$ cat config.mk
export PLATFORM = sky130hd
export DESIGN_NAME = sipo_frame_ctrl
export DESIGN_NICKNAME = d
export VERILOG_FILES = /design/src/rtl/sipo_frame_pkg.sv /design/src/rtl/sipo_shreg.sv /design/src/rtl/sipo_frame_ctrl.sv
export SDC_FILE = /design/constraint.sdc
export NUM_CORES = 1
export LEC_CHECK = 0
export ABC_AREA = 1
export BUFFER_PORTS_ARGS = -buffer_cell sky130_fd_sc_hd__buf_2
export CAP_MARGIN = 20
export CORE_MARGIN = 2
export CORE_UTILIZATION = 30
export DETAILED_ROUTE_END_ITERATION = 16
export GPL_TIMING_DRIVEN = 0
export PLACE_DENSITY = 0.55
export SLEW_MARGIN = 5
export SYNTH_ARGS = -nofsm -noshare
export SYNTH_HDL_FRONTEND = slang
export SYNTH_SLANG_ARGS = --single-unit
$ cat constraint.sdc
create_clock -name clk -period 1.3 [get_ports clk]
set_input_delay 0.195 -clock clk [delete_from_list [all_inputs] [get_ports clk]]
set_output_delay 0.195 -clock clk [all_outputs]
set_load 0.02 [all_outputs]
$ cat src/rtl/sipo_frame_pkg.sv
// rtl/sipo_frame_pkg.sv - shared state type and sizing helpers for the SIPO frame receiver
package sipo_frame_pkg;

  typedef enum logic [1:0] {
    IDLE = 2'd0,
    DATA = 2'd1,
    PAR  = 2'd2,
    STOP = 2'd3
  } state_e;

  localparam int DEFAULT_WIDTH = 4;
  localparam int DEFAULT_CNT_W = $clog2(DEFAULT_WIDTH);

  // Bit counter width; never narrower than one bit so WIDTH=2 still has a counter.
  function automatic int cnt_width(input int width);
    return (width > 2) ? $clog2(width) : 1;
  endfunction

endpackage

$ cat src/rtl/sipo_shreg.sv
// rtl/sipo_shreg.sv - serial-in/parallel-out shift register, shifts in at the MSB
module sipo_shreg #(
  parameter int WIDTH = 4
) (
  input  logic             clk,
  input  logic             rst,
  input  logic             shift_en,
  input  logic             si,
  output logic [WIDTH-1:0] q
);

  always_ff @(posedge clk or posedge rst) begin
    if (rst) begin
      q <= '0;
    end else if (shift_en) begin
      q <= {si, q[WIDTH-1:1]};
    end
  end

endmodule

$ cat src/rtl/sipo_frame_ctrl.sv
// rtl/sipo_frame_ctrl.sv - serial frame receiver controller with a one-word valid/ready output
// Optional parity check enabled by defining SIPO_FRAME_CTRL_PARITY_CHK_EN.
module sipo_frame_ctrl
  import sipo_frame_pkg::*;
#(
  parameter int WIDTH      = 4,
  parameter bit ODD_PARITY = 1'b0
) (
  input  logic             clk,
  input  logic             rst,
  input  logic             si,
  input  logic             si_en,
  output logic [WIDTH-1:0] data_o,
  output logic             valid_o,
  input  logic             ready_i,
  output logic             busy_o,
  output logic             frame_err_o,
  output logic             overrun_o,
  output logic             parity_err_o
);

  localparam int            CW   = cnt_width(WIDTH);
  localparam logic [CW-1:0] LAST = CW'(WIDTH - 1);

  state_e           state_q;
  logic [CW-1:0]    cnt_q;
  logic [WIDTH-1:0] sr;
  logic [WIDTH-1:0] data_q, data_d;
  logic             valid_q, valid_d;
  logic             frame_err_q, overrun_q, parity_err_q;
  logic             shift_en, stop_hit, good_stop, load;
  logic             par_bad;

`ifdef SIPO_FRAME_CTRL_PARITY_CHK_EN
  logic par_bad_q;
  assign par_bad = par_bad_q;
`else
  logic unused_odd_parity;
  assign par_bad           = 1'b0;
  assign unused_odd_parity = ODD_PARITY;
`endif

  assign shift_en = si_en && (state_q == DATA);

  sipo_shreg #(.WIDTH(WIDTH)) u_shreg (
    .clk      (clk),
    .rst      (rst),
    .shift_en (shift_en),
    .si       (si),
    .q        (sr)
  );

  // A new word may replace the held one only if the consumer takes it in the same cycle.
  always_comb begin
    stop_hit  = si_en && (state_q == STOP);
    good_stop = stop_hit && si && !par_bad;
    load      = good_stop && (!valid_q || ready_i);
    valid_d   = valid_q;
    data_d    = data_q;
    if (load) begin
      valid_d = 1'b1;
      data_d  = sr;
    end else if (valid_q && ready_i) begin
      valid_d = 1'b0;
    end
  end

  always_ff @(posedge clk or posedge rst) begin
    if (rst) begin
      state_q      <= IDLE;
      cnt_q        <= '0;
      data_q       <= '0;
      valid_q      <= 1'b0;
      frame_err_q  <= 1'b0;
      overrun_q    <= 1'b0;
      parity_err_q <= 1'b0;
`ifdef SIPO_FRAME_CTRL_PARITY_CHK_EN
      par_bad_q    <= 1'b0;
`endif
    end else begin
      data_q       <= data_d;
      valid_q      <= valid_d;
      frame_err_q  <= stop_hit && !si;
      parity_err_q <= stop_hit && par_bad;
      overrun_q    <= good_stop && !load;
      if (si_en) begin
        case (state_q)
          IDLE: begin
            if (!si) begin
              state_q <= DATA;
              cnt_q   <= '0;
            end
          end
          DATA: begin
            cnt_q <= cnt_q + CW'(1);
            if (cnt_q == LAST) begin
`ifdef SIPO_FRAME_CTRL_PARITY_CHK_EN
              state_q <= PAR;
`else
              state_q <= STOP;
`endif
            end
          end
          PAR: begin
`ifdef SIPO_FRAME_CTRL_PARITY_CHK_EN
            par_bad_q <= ((^sr) ^ ODD_PARITY) != si;
`endif
            state_q <= STOP;
          end
          STOP: begin
            state_q <= IDLE;
          end
        endcase
      end
    end
  end

  assign data_o       = data_q;
  assign valid_o      = valid_q;
  assign busy_o       = (state_q != IDLE);
  assign frame_err_o  = frame_err_q;
  assign overrun_o    = overrun_q;
  assign parity_err_o = parity_err_q;

  a_hold_stable: assert property (@(posedge clk) disable iff (rst)
    (valid_q && !ready_i) |=> (valid_q && $stable(data_q)));

  a_overrun_only_good: assert property (@(posedge clk) disable iff (rst)
    overrun_q |-> !frame_err_q);

endmodule

==> impl_results.rst <==
.. list-table::
   :header-rows: 1

   * - Metric
     - Value
   * - Crit-path leading delay family
     - flip-flops
   * - Number of top-level pins
     - 14
   * - Global-route wire length before repair
     - ~2400 µm
   * - Floorplan die area
     - just under 3000 µm²
   * - Delay contributed by the slowest stage of the critical path
     - 410 ps
   * - Post-layout util
     - 0.3971
   * - Filler cells
     - 265
   * - Post-synth cell types
     - 14
   * - Max-slew headroom
     - 0.6150
   * - Kind of path behind the tightest hold check
     - primary input to register
   * - Maximum buffer depth of the clock tree
     - 2
   * - Top fanout value on the critical path
     - 2
   * - Syn Inst Count
     - between 80 and 90
   * - Via-to-Cell Ratio
     - around 4.4
   * - Root Buffer
     - sky130_fd_sc_hd__clkbuf_4
   * - Share of final-layout standard cells stronger than drive strength 1
     - 0.3364
   * - Highest clock frequency the design can meet
     - ~0.8 GHz
   * - Ordered cell list for the critical path
     - inv_2 -> ha_4 -> inv_2 -> buf_6
   * - Number of nets with antenna violations after detailed routing
     - 0
   * - Initial Util
     - 0.3128
   * - Fin Setup TNS
     - 0 ps
   * - Total gr overflow
     - 0
   * - Logic depth of the worst path, buffers included
     - 4
   * - Synth warn
     - 0
   * - Area after detailed placement
     - approximately 850 µm²
   * - Routed wirelength normalized by instance count
     - 9.985 µm
   * - Source-to-sink clock delay at the later pin of the worst-skew pair
     - 280 ps
   * - Pre-CTS setup slack
     - between 50 and 60 ps
   * - Startpoint type of the worst setup path
     - register
   * - Total global-route track usage
     - 0.1121
   * - Maximum number of pins on one net before global-route repair
     - 16
   * - Worst setup path start
     - state_q[1]
   * - Final antenna diode count
     - 0
   * - Worst setup margin
     - about 32 ps
   * - Seq/Total Area, Yosys
     - 0.4934
   * - Average instance area after synthesis
     - roughly 8.7 µm²
   * - Std-Cell Rows
     - 18
   * - Gpl congestion
     - a little under 0.7
   * - CTS tree
     - done
   * - FF+latch area
     - ~380 µm²
   * - Crit path top cell by count
     - sky130_fd_sc_hd__inv_2
   * - Total count of hold-check failures in the final report
     - 0
   * - Ratio of final minimum period to clock period
     - 0.9753
   * - Critical Path RT
     - roughly 1100 ps
   * - Horizontal die dimension
     - ~54 µm
   * - Max-cap viol count
     - 0
   * - IO buf count
     - 11
   * - Initial antenna violation count
     - 0
   * - Area used by multi-input combinational logic
     - between 300 and 400 µm²
   * - Core Area
     - roughly 2400 µm²
   * - Post-layout minimum cycle time
     - roughly 1300 ps
   * - Sinks on the clock net
     - 15
   * - Detailed-route wire length
     - between 1000 and 1500 µm
   * - Buffers plus inverters on the worst setup path
     - 3
   * - Result of the run
     - complete, no violations
   * - Ratio of total power to cell area
     - ~2000 nW/µm²
   * - Net count after synthesis
     - 98
   * - Total via count after detailed routing
     - between 500 and 600
   * - Clock input transition at the sequential cells of the worst setup and hold paths
     - 100 ps
   * - Inserted Clock Buffers
     - 3
   * - Total leakage power
     - roughly 0.56 nW
   * - Residual DRC count
     - 0
   * - Setup crit end kind
     - output port
   * - Worst vdd rail ir drop
     - approximately 1.3 mV
   * - Post-route standard cell area excluding fillers
     - 965.9 µm²
   * - Post-synthesis register bit count
     - 15
   * - Critical path class
     - register to output port
   * - Setup repair after global routing missed its margin
     - true
   * - Origin of the critical flop-to-flop path
     - state_q[1]
   * - Depth of the worst hold-timing path
     - 2
   * - Cell at the slowest stage of the critical path
     - sky130_fd_sc_hd__dfrtp_1
   * - Area growth from synthesis to layout
     - 26.97%
   * - Total of endpoints with negative setup slack in the final report
     - 0
   * - Least-Margin Pin Slew
     - 576.8 ps
   * - Die height
     - 54.36 µm
   * - Detailed router's first-iteration violation count
     - 9
   * - Final net count
     - roughly 120
   * - Maximum level of the CTS H-tree
     - 1
   * - Half-perimeter wire length after placement
     - just under 1000 µm
   * - Worst clock skew
     - 4.932 ps
   * - Number of optimization iterations in the first detailed-route pass
     - 5
   * - Netlist area before placement
     - about 760 µm²
   * - Worst Path Arrival
     - between 1000 and 1500 ps
   * - Via count of the first global-routing pass
     - 590
   * - Max Slew Vio Count
     - 0
   * - Hold path startpoint
     - si
   * - Cell depth of the worst flop-to-flop path
     - 8
==> routing by layer <==
metal	vias up	track usage	share of wire
met1	274	0.1242	0.46
met5	-	0	0
met4	0	0.03750	0.0080
met2	13	0.1968	0.48
met3	2	0.04098	0.054
li1	308	-	-
==> worst register-to-register path, cell delays in order (launching register included) <==
cell	delay, ps
sky130_fd_sc_hd__dfrtp_1	410
sky130_fd_sc_hd__inv_2	80
sky130_fd_sc_hd__buf_4	130
sky130_fd_sc_hd__ha_4	140
sky130_fd_sc_hd__inv_1	40
sky130_fd_sc_hd__nand2_1	100
sky130_fd_sc_hd__nand3_2	80
sky130_fd_sc_hd__nand2_1	60
sky130_fd_sc_hd__nand2_1	40
==> metrics by stage <==
step / total power, mW / instances / hold slack (ps)
global route: 2.196 / 137 / 123.3
finish: 1.987 / 137 / 117.0
global placement: 1.487 / 128 / 279.5
CTS: 1.928 / 137 / 111.6
detailed placement: 1.516 / 128 / 286.3
floorplan: 1.313 / 87 / 96.48
==> worst paths after layout <==
path                                end  slack, ps
min                         frame_err_o        120
max reg2reg                    cnt_q[0]        100
min reg2reg                   data_o[3]        470
max in group asynchronous    state_q[0]        380
max                              busy_o         30
min in group asynchronous  u_shreg.q[3]        510
==> cell usage in the layout (no fill, tap or decap), types with 2 or more instances in the layout <==
cell	synthesis	layout
sky130_fd_sc_hd__nand2_1	30	29
sky130_fd_sc_hd__buf_2	0	10
sky130_fd_sc_hd__dfrtp_1	15	14
sky130_fd_sc_hd__buf_4	2	6
sky130_fd_sc_hd__ha_2	0	2
sky130_fd_sc_hd__nor2_1	2	2
sky130_fd_sc_hd__ha_4	0	2
sky130_fd_sc_hd__ha_1	6	2
sky130_fd_sc_hd__nand3_1	13	12
sky130_fd_sc_hd__nand2_4	2	2
sky130_fd_sc_hd__inv_2	2	4
sky130_fd_sc_hd__inv_1	10	8
sky130_fd_sc_hd__clkbuf_4	0	3
==> sequential cells by signal, summed over array words and instances (netlist names) <==
name	cells
state_q	2
u_shreg.q	4
frame_err_o	1
valid_o	1
cnt_q	2
overrun_o	1
data_o	4
==> cells in the mapped netlist <==
master                    number  area [µm²]
sky130_fd_sc_hd__buf_4         2       15.01
sky130_fd_sc_hd__nand2_4       2       22.52
sky130_fd_sc_hd__nand3_1      13       65.06
sky130_fd_sc_hd__nor3_1        1       5.000
sky130_fd_sc_hd__a21oi_2       1       8.760
sky130_fd_sc_hd__nor2_1        2       7.510
sky130_fd_sc_hd__conb_1        1       3.750
sky130_fd_sc_hd__inv_1        10       37.54
sky130_fd_sc_hd__inv_2         2       7.510
sky130_fd_sc_hd__nand2_1      30       112.6
sky130_fd_sc_hd__dfrtp_1      15       375.4
sky130_fd_sc_hd__ha_1          6       75.07
sky130_fd_sc_hd__o21ai_1       1       5.000
sky130_fd_sc_hd__nor2_8        1       20.02
==> kinds of logic after synthesis <==
logic type,synth area share
buf+inv,0.07895
flops,0.4934
simple gates,0.3059
other cells,0.004929
compound gates,0.01809
fa+ha+maj,0.09868
==> final cells by class <==
| type | count | area share |
|---|---|---|
| buffer | 2 | 0.01554 |
| clock buffer | 3 | 0.02332 |
| clock inverter | 1 | 0.005181 |
| inverter | 12 | 0.04663 |
| multi-input combinational | 58 | 0.3756 |
| sequential | 15 | 0.3899 |
| tap | 30 | 0.03886 |
| timing repair buffer | 16 | 0.1049 |
==> what timing repair did <==
| action | CTS | global route |
|---|---|---|
| hold buffers | 1 | 0 |
| setup buffers | 4 | 0 |
| gates resized for setup | 6 | 7 |
| hold endpoints to repair | 15 | 0 |
| pin swaps | 1 | 0 |
| setup endpoints to repair | 1 | 8 |
==> power breakdown <==
part | internal, mW | total (mW) | switching [mW]
Sequential | 0.638 | 0.740 | 0.102
Clock | 0.114 | 0.271 | 0.157
Combinational | 0.410 | 0.976 | 0.566
(Power assumes the default switching activity.)
